`src/rtl/game_round_sequencer.sv`:
```
// game_round_sequencer: round controller for one bouncing sprite.
// Spawns the sprite (position/velocity load strobes), gates motion updates,
// counts wall bounces per life, scores catches, tracks lives and sequences
// IDLE -> SPAWN -> PLAY -> PAUSE -> GAME_OVER.
//
// Optional feature macro: GAME_SEQ_SPEEDUP_EN
//   defined   : spawn speed = 1 + min(score[3:2], 2)
//   undefined : spawn speed fixed at 1
//
// Ports:
//   clk, rst               clock, synchronous active-high reset
//   tick                   slow movement strobe shared with the sprite block
//   launch                 start/restart pulse
//   collision              player caught the sprite (level)
//   hit_wall               wall hit from the sprite block
//   enable                 sprite block enable
//   sprite_enable_update   allow motion updates (PLAY only)
//   sprite_write_xy/_x/_y  position load strobe and spawn position
//   sprite_write_dxy/_dx/_dy velocity load strobe and signed spawn velocity
//   lives, score           remaining lives, saturating catch count
//   game_over              high in GAME_OVER
//   state                  encoded FSM state for debug
module game_round_sequencer #(
  parameter int unsigned screen_width  = 640,
  parameter int unsigned screen_height = 480,
  parameter int unsigned SPRITE_WIDTH  = 8,
  parameter int unsigned w_x           = $clog2(screen_width),
  parameter int unsigned w_y           = $clog2(screen_height),
  parameter int unsigned DX_WIDTH      = 3,
  parameter int unsigned DY_WIDTH      = 3,
  parameter int unsigned SPAWN_Y       = 0,
  parameter int unsigned LIVES_INIT    = 3,
  parameter int unsigned MAX_BOUNCES   = 8,
  parameter int unsigned PAUSE_TICKS   = 16,
  parameter logic [15:0] LFSR_SEED     = 16'hACE1
) (
  input  logic                clk,
  input  logic                rst,
  input  logic                tick,
  input  logic                launch,
  input  logic                collision,
  input  logic                hit_wall,
  output logic                enable,
  output logic                sprite_enable_update,
  output logic                sprite_write_xy,
  output logic [w_x-1:0]      sprite_write_x,
  output logic [w_y-1:0]      sprite_write_y,
  output logic                sprite_write_dxy,
  output logic [DX_WIDTH-1:0] sprite_write_dx,
  output logic [DY_WIDTH-1:0] sprite_write_dy,
  output logic [2:0]          lives,
  output logic [7:0]          score,
  output logic                game_over,
  output logic [2:0]          state
);

  localparam int unsigned X_MAX = screen_width - SPRITE_WIDTH;
  localparam int unsigned BW    = $clog2(MAX_BOUNCES + 1);
  localparam int unsigned PW    = (PAUSE_TICKS > 1) ? $clog2(PAUSE_TICKS) : 1;
  localparam logic [w_x:0] X_MAX_L = (w_x + 1)'(X_MAX);

  typedef enum logic [2:0] {
    S_IDLE      = 3'd0,
    S_SPAWN     = 3'd1,
    S_PLAY      = 3'd2,
    S_PAUSE     = 3'd3,
    S_GAME_OVER = 3'd4
  } state_t;

  state_t        state_q, state_d;
  logic [2:0]    lives_q, lives_d;
  logic [7:0]    score_q, score_d;
  logic [BW-1:0] bounce_q, bounce_d;
  logic [PW-1:0] pause_q, pause_d;
  logic [15:0]   lfsr_q, lfsr_d;

  logic                enable_q, upd_q, game_over_q;
  logic                wr_xy_q, wr_dxy_q;
  logic [w_x-1:0]      wr_x_q;
  logic [w_y-1:0]      wr_y_q;
  logic [DX_WIDTH-1:0] wr_dx_q;
  logic [DY_WIDTH-1:0] wr_dy_q;

  logic                spawn_d;
  logic [2:0]          speed;
  logic [DX_WIDTH-1:0] spd_dx, dx_spawn;
  logic [DY_WIDTH-1:0] dy_spawn;
  logic [w_x:0]        r_ext;
  logic [w_x-1:0]      x_spawn;

  // Galois LFSR step, taps 0xB400
  assign lfsr_d = lfsr_q[0] ? ((lfsr_q >> 1) ^ 16'hB400) : (lfsr_q >> 1);

  // Spawn speed follows the score the sprite is spawned with (score_d)
`ifdef GAME_SEQ_SPEEDUP_EN
  logic [1:0] spd_sel;
  assign spd_sel = (score_d[3:2] > 2'd2) ? 2'd2 : score_d[3:2];
  assign speed   = 3'd1 + {1'b0, spd_sel};
`else
  assign speed = 3'd1;
`endif

  assign spd_dx   = DX_WIDTH'(speed);
  assign dx_spawn = lfsr_q[15] ? (DX_WIDTH'(0) - spd_dx) : spd_dx;
  assign dy_spawn = DY_WIDTH'(speed);

  // Fold the random value into 0..X_MAX; one subtraction suffices for legal sets
  assign r_ext   = {1'b0, lfsr_q[w_x-1:0]};
  assign x_spawn = (r_ext <= X_MAX_L) ? lfsr_q[w_x-1:0] : w_x'(r_ext - X_MAX_L);

  // Next-state and counter logic
  always_comb begin
    state_d  = state_q;
    lives_d  = lives_q;
    score_d  = score_q;
    bounce_d = bounce_q;
    pause_d  = pause_q;
    case (state_q)
      S_IDLE, S_GAME_OVER: begin
        if (launch) begin
          state_d = S_SPAWN;
          lives_d = 3'(LIVES_INIT);
          score_d = 8'd0;
        end
      end
      S_SPAWN: begin
        bounce_d = '0;
        state_d  = S_PLAY;
      end
      S_PLAY: begin
        // A catch wins over a same-cycle bounce
        if (collision) begin
          if (score_q != 8'hFF) score_d = score_q + 8'd1;
          state_d = S_SPAWN;
        end else if (tick && hit_wall) begin
          bounce_d = bounce_q + BW'(1);
          if (bounce_d == BW'(MAX_BOUNCES)) begin
            lives_d = lives_q - 3'd1;
            pause_d = '0;
            state_d = S_PAUSE;
          end
        end
      end
      S_PAUSE: begin
        if (tick) begin
          pause_d = pause_q + PW'(1);
          if (pause_q == PW'(PAUSE_TICKS - 1))
            state_d = (lives_q == 3'd0) ? S_GAME_OVER : S_SPAWN;
        end
      end
      default: state_d = S_IDLE;
    endcase
  end

  assign spawn_d = (state_d == S_SPAWN);

  // State, counters and registered outputs
  always_ff @(posedge clk) begin
    if (rst) begin
      state_q     <= S_IDLE;
      lives_q     <= 3'd0;
      score_q     <= 8'd0;
      bounce_q    <= '0;
      pause_q     <= '0;
      lfsr_q      <= LFSR_SEED;
      enable_q    <= 1'b0;
      upd_q       <= 1'b0;
      game_over_q <= 1'b0;
      wr_xy_q     <= 1'b0;
      wr_dxy_q    <= 1'b0;
      wr_x_q      <= '0;
      wr_y_q      <= '0;
      wr_dx_q     <= '0;
      wr_dy_q     <= '0;
    end else begin
      state_q     <= state_d;
      lives_q     <= lives_d;
      score_q     <= score_d;
      bounce_q    <= bounce_d;
      pause_q     <= pause_d;
      lfsr_q      <= lfsr_d;
      enable_q    <= (state_d == S_SPAWN) || (state_d == S_PLAY) || (state_d == S_PAUSE);
      upd_q       <= (state_d == S_PLAY);
      game_over_q <= (state_d == S_GAME_OVER);
      wr_xy_q     <= spawn_d;
      wr_dxy_q    <= spawn_d;
      if (spawn_d) begin
        wr_x_q  <= x_spawn;
        wr_y_q  <= w_y'(SPAWN_Y);
        wr_dx_q <= dx_spawn;
        wr_dy_q <= dy_spawn;
      end
    end
  end

  assign enable               = enable_q;
  assign sprite_enable_update = upd_q;
  assign sprite_write_xy      = wr_xy_q;
  assign sprite_write_x       = wr_x_q;
  assign sprite_write_y       = wr_y_q;
  assign sprite_write_dxy     = wr_dxy_q;
  assign sprite_write_dx      = wr_dx_q;
  assign sprite_write_dy      = wr_dy_q;
  assign lives                = lives_q;
  assign score                = score_q;
  assign game_over            = game_over_q;
  assign state                = state_q;

endmodule

```
`config.mk`:
```
export PLATFORM = sky130hd
export DESIGN_NAME = game_round_sequencer
export DESIGN_NICKNAME = d
export VERILOG_FILES = /design/src/rtl/game_round_sequencer.sv
export SDC_FILE = /design/constraint.sdc
export NUM_CORES = 1
export LEC_CHECK = 0
export ABC_AREA = 1
export BUFFER_PORTS_ARGS = -buffer_cell sky130_fd_sc_hd__buf_4
export CAP_MARGIN = 5
export CELL_PAD_IN_SITES_DETAIL_PLACEMENT = 1
export CELL_PAD_IN_SITES_GLOBAL_PLACEMENT = 1
export CORE_UTILIZATION = 42
export CTS_CLUSTER_SIZE = 25
export DETAILED_ROUTE_END_ITERATION = 8
export GPL_TIMING_DRIVEN = 0
export PLACE_DENSITY_LB_ADDON = 0.1
export SLEW_MARGIN = 15
export SYNTH_ARGS = -nofsm -noshare
export SYNTH_HDL_FRONTEND = slang
export SYNTH_SLANG_ARGS = --single-unit
```
`constraint.sdc`:
```
create_clock -name clk -period 2.25 [get_ports clk]
set_clock_uncertainty 0.1 [all_clocks]
set_input_delay 0.1125 -clock clk [delete_from_list [all_inputs] [get_ports clk]]
set_output_delay 0.1125 -clock clk [all_outputs]
set_load 0.02 [all_outputs]
```
==> Flow_metrics.wiki <==
{| class="wikitable"
! Metric !! Value
|-
| Number of failing hold endpoints at the final stage || 0
|-
| Shortest period the worst path allows || 1780 ps
|-
| Hold buffer count at cts || 0
|-
| Clock tree from TritonCTS || yes
|-
| Average footprint of a synthesized cell || between 7 and 8 µm²
|-
| Slowest stage cell on the critical path || dfxtp_1
|-
| Worst setup SP type || flop
|-
| List of cells traversed by the critical path || ha_1 -> nand2_1 -> nor2_2 -> o21ai_2 -> nor2_4 -> nand2_2 -> nand2_1 -> nand2_1 -> nor2_1
|-
| Wire length of the first global-routing pass || 10.5 mm
|-
| Level count of the clock H-tree || 2
|-
| Number of warning messages in the yosys log || 0
|-
| DRT met1 WL || ~2.9 mm
|-
| Clock Sinks || 54
|-
| Mean routed wirelength per cell || around 13 µm
|-
| Pin count of the biggest net entering global routing || 18
|-
| Total CTS buffers || 5
|-
| Number of register bits inferred by synthesis || between 50 and 60
|-
| Net Sw Power || 0.681 mW
|-
| Layout-stage area growth over the synthesis result || 19.7%
|-
| Highest-count cells in the layout ignoring fill and taps || nand2_1, dfxtp_1, buf_4
|-
| Part of the cycle the worst path needs || 79.2%
|-
| Overall power || about 2.1 mW
|-
| Highest ir drop seen on vdd || between 0.0004 and 0.0005 V
|-
| Peak Freq || roughly 560 MHz
|-
| Die W || ~80 µm
|-
| Number of global-route vias before repair || approximately 2,300
|-
| Total detailed-routing wirelength || approximately 6.3 mm
|-
| Result of the run || completed
|-
| Relative max-transition margin || between 60% and 70%
|-
| Met2 Routed Length || ~3.1 mm
|-
| Critical path data required time || ~2400 ps
|-
| 1st-pass router iterations || 4
|-
| Clock tree root driver cell || clkbuf_8
|-
| Highest metal layer with signal wires || met4
|-
| Antenna viol nets, final || 0
|-
| Setup CP Type || flop to flop
|-
| Crit path DAT || 1930 ps
|-
| Number of different library cells in the post-synthesis netlist || 28
|-
| Power share of the combinational group || around 23%
|-
| WHS Path Cells || 2
|-
| Count of standard-cell rows || 28
|-
| RSZ-0062 raised after global routing || no
|-
| CTS resizes || 0
|-
| Via count || roughly 2,400
|-
| Number of diodes added for antenna fixing || 0
|-
| Estimated wirelength of the detail-placed design || ~4.8 mm
|-
| Remaining routing DRC violations || 0
|-
| Part of the power in the clock network || a little over a quarter
|-
| Total die area || approximately 6400 µm²
|-
| Most frequent cell on the critical path || nand2_1
|-
| Final-report setup violation count || 0
|-
| Setup TNS after final layout || 0 ps
|-
| Placer Congestion || around 0.79
|-
| Core ar. || roughly 6000 µm²
|-
| Number of max-slew violations in the final report || 0
|-
| Initial core utilization || roughly 43%
|-
| Clk pin slew, worst setup/hold paths || about 110 ps
|-
| Launch point of the worst hold path || rst
|-
| Startpoint of the most critical setup path || pause_q[0]
|-
| Leftover overflow at the end of global routing || 0
|-
| Power per cell area || 695 nW/µm²
|-
| Seq/Total Area, Yosys || about 42%
|-
| Leakage dissipation || about 1.5 nW
|-
| Area of the mapped netlist || about 2600 µm²
|-
| Initial antenna violation count || 0
|-
| Wire length on met3 || about 230 µm
|-
| Delay contributed by the slowest stage of the critical path || roughly 400 ps
|-
| Height of the chip || approximately 80 µm
|-
| Internal || roughly 1.5 mW
|-
| Post-detailed-route via-to-cell ratio || between 4 and 5
|-
| Number of nets in the final layout || 421
|-
| Number of placed I/O pins || 50
|-
| Post-CTS Repair Setup Buffers || 0
|-
| Number of buffers added on ports || 37
|-
| Drt initial violations || between 70 and 80
|-
| RR Startpoint || pause_q[0]
|-
| Number of cells produced by synthesis || about 360
|-
| Leading cell type in the layout, fill and taps excluded || nand2_1
|-
| Max-capacitance violation count || 0
|-
| Gate family responsible for the most delay along the worst path || simple AND/OR/NAND/NOR gates
|-
| Hold WC Path Type || input pin to flop
|-
| Total routing usage reported by global routing || between 20% and 30%
|-
| Clock network latency to the later pin of the worst-skew pair || between 300 and 400 ps
|-
| Largest driver fanout on the critical path || 10
|-
| Part of the total power dissipated in sequential elements || 49.8%
|-
| Clock buffer depth || 2
|-
| Critical Path Sink Type || flop
|-
| Crit path buffers/inverters || 0
|-
| Switching share of total power || 31.8%
|-
| Measured slew at the worst slew-check pin || ~600 ps
|-
| Count of cells along the worst register-to-register path || 9
|-
| Levels on crit path || 9
|-
| Share of layout cells above drive strength 1 || a little under a fifth
|}
sequential cells by signal, indices dropped and copies added, names as in the netlist:
register	cells
state	3
lives	3
bounce_q	4
sprite_write_x	10
sprite_write_dx	2
sprite_enable_update	1
game_over	1
enable	1
score	8
sprite_write_dxy	1
lfsr_q	16
pause_q	4
cell type report:
type                    instances  area [µm²]
fillers                       801        2840
inverters                      35         131
clock inverters                 2        16.3
plain buffers                  24         169
flip-flops and latches         54        1080
repair buffers                 37         278
clock buffers                   6        82.6
well taps                      75        93.8
multi-input cells             252        1230
cell usage after synthesis:
cell type,number,area share [%]
o211ai_1,1,0.29
clkbuf_1,6,0.88
nand3_1,26,5.1
or2_2,2,0.49
xor2_1,8,2.7
nand2_2,3,0.73
nand2_4,1,0.44
inv_1,33,4.8
a21oi_4,1,0.63
buf_8,1,0.58
nand2_1,88,13
inv_2,2,0.29
o21ai_0,12,2.3
nor2_2,3,0.73
nand4_1,6,1.5
nor3b_1,1,0.29
o21ai_2,2,0.68
o211a_1,1,0.39
xnor2_1,2,0.68
conb_1,1,0.15
nor3_1,5,0.97
ha_1,6,2.9
buf_4,16,4.7
buf_6,1,0.44
a21oi_1,32,6.2
dfxtp_1,54,42
nor2_4,1,0.44
nor2_1,40,5.8
power by group through the flow:
stage	sequential [mW]	clock [mW]	combinational (mW)
2_1_floorplan	1.13	0	0.288
6_report	1.07	0.586	0.488
3_3_place_gp	1.09	0	0.480
3_5_place_dp	1.09	0	0.492
5_1_grt	1.08	0.641	0.546
4_1_cts	1.07	0.606	0.494
cell families (layout without fill, tap and decap cells):
logic type / count (synthesis) / count (layout) / synth area share (%)
AO/OA/AOI/OAI: 49 / 49 / 10.6
XOR/XNOR: 10 / 10 / 3.40
adder cells (fa/ha/maj): 6 / 6 / 2.92
buffers and inverters: 59 / 104 / 11.7
flip-flops: 54 / 54 / 42.0
other: 1 / 11 / 0.146
AND/OR/NAND/NOR: 176 / 176 / 29.3
path summary, 6_finish.rpt:
| path | to | slack [ps] |
|---|---|---|
| max | sprite_write_x[4] | 470 |
| min reg2reg | lfsr_q[11] | 310 |
| max reg2reg | sprite_write_x[4] | 470 |
| min | lfsr_q[11] | 50 |
metal layers:
layer,vias to the layer above,global-route usage [%]
met5,-,0
met2,45,37.2
met1,1098,26.4
li1,1210,-
met3,2,3.41
met4,0,5.36
through the flow:
step / std cells / area (µm²) / util (%) / hold WS [ps] / setup slack (ps)
finish: 485 / 3080 / 52.0 / 45.4 / 469
global route: 485 / 3080 / 52.0 / 70.1 / 280
CTS: 485 / 3080 / 52.0 / 44.4 / 463
detailed placement: 477 / 2980 / 50.4 / 295 / 482
global placement: 477 / 2980 / 50.4 / 297 / 534
floorplan: 365 / 2610 / - / 237 / 624
Power figures use the tool's default switching activity.
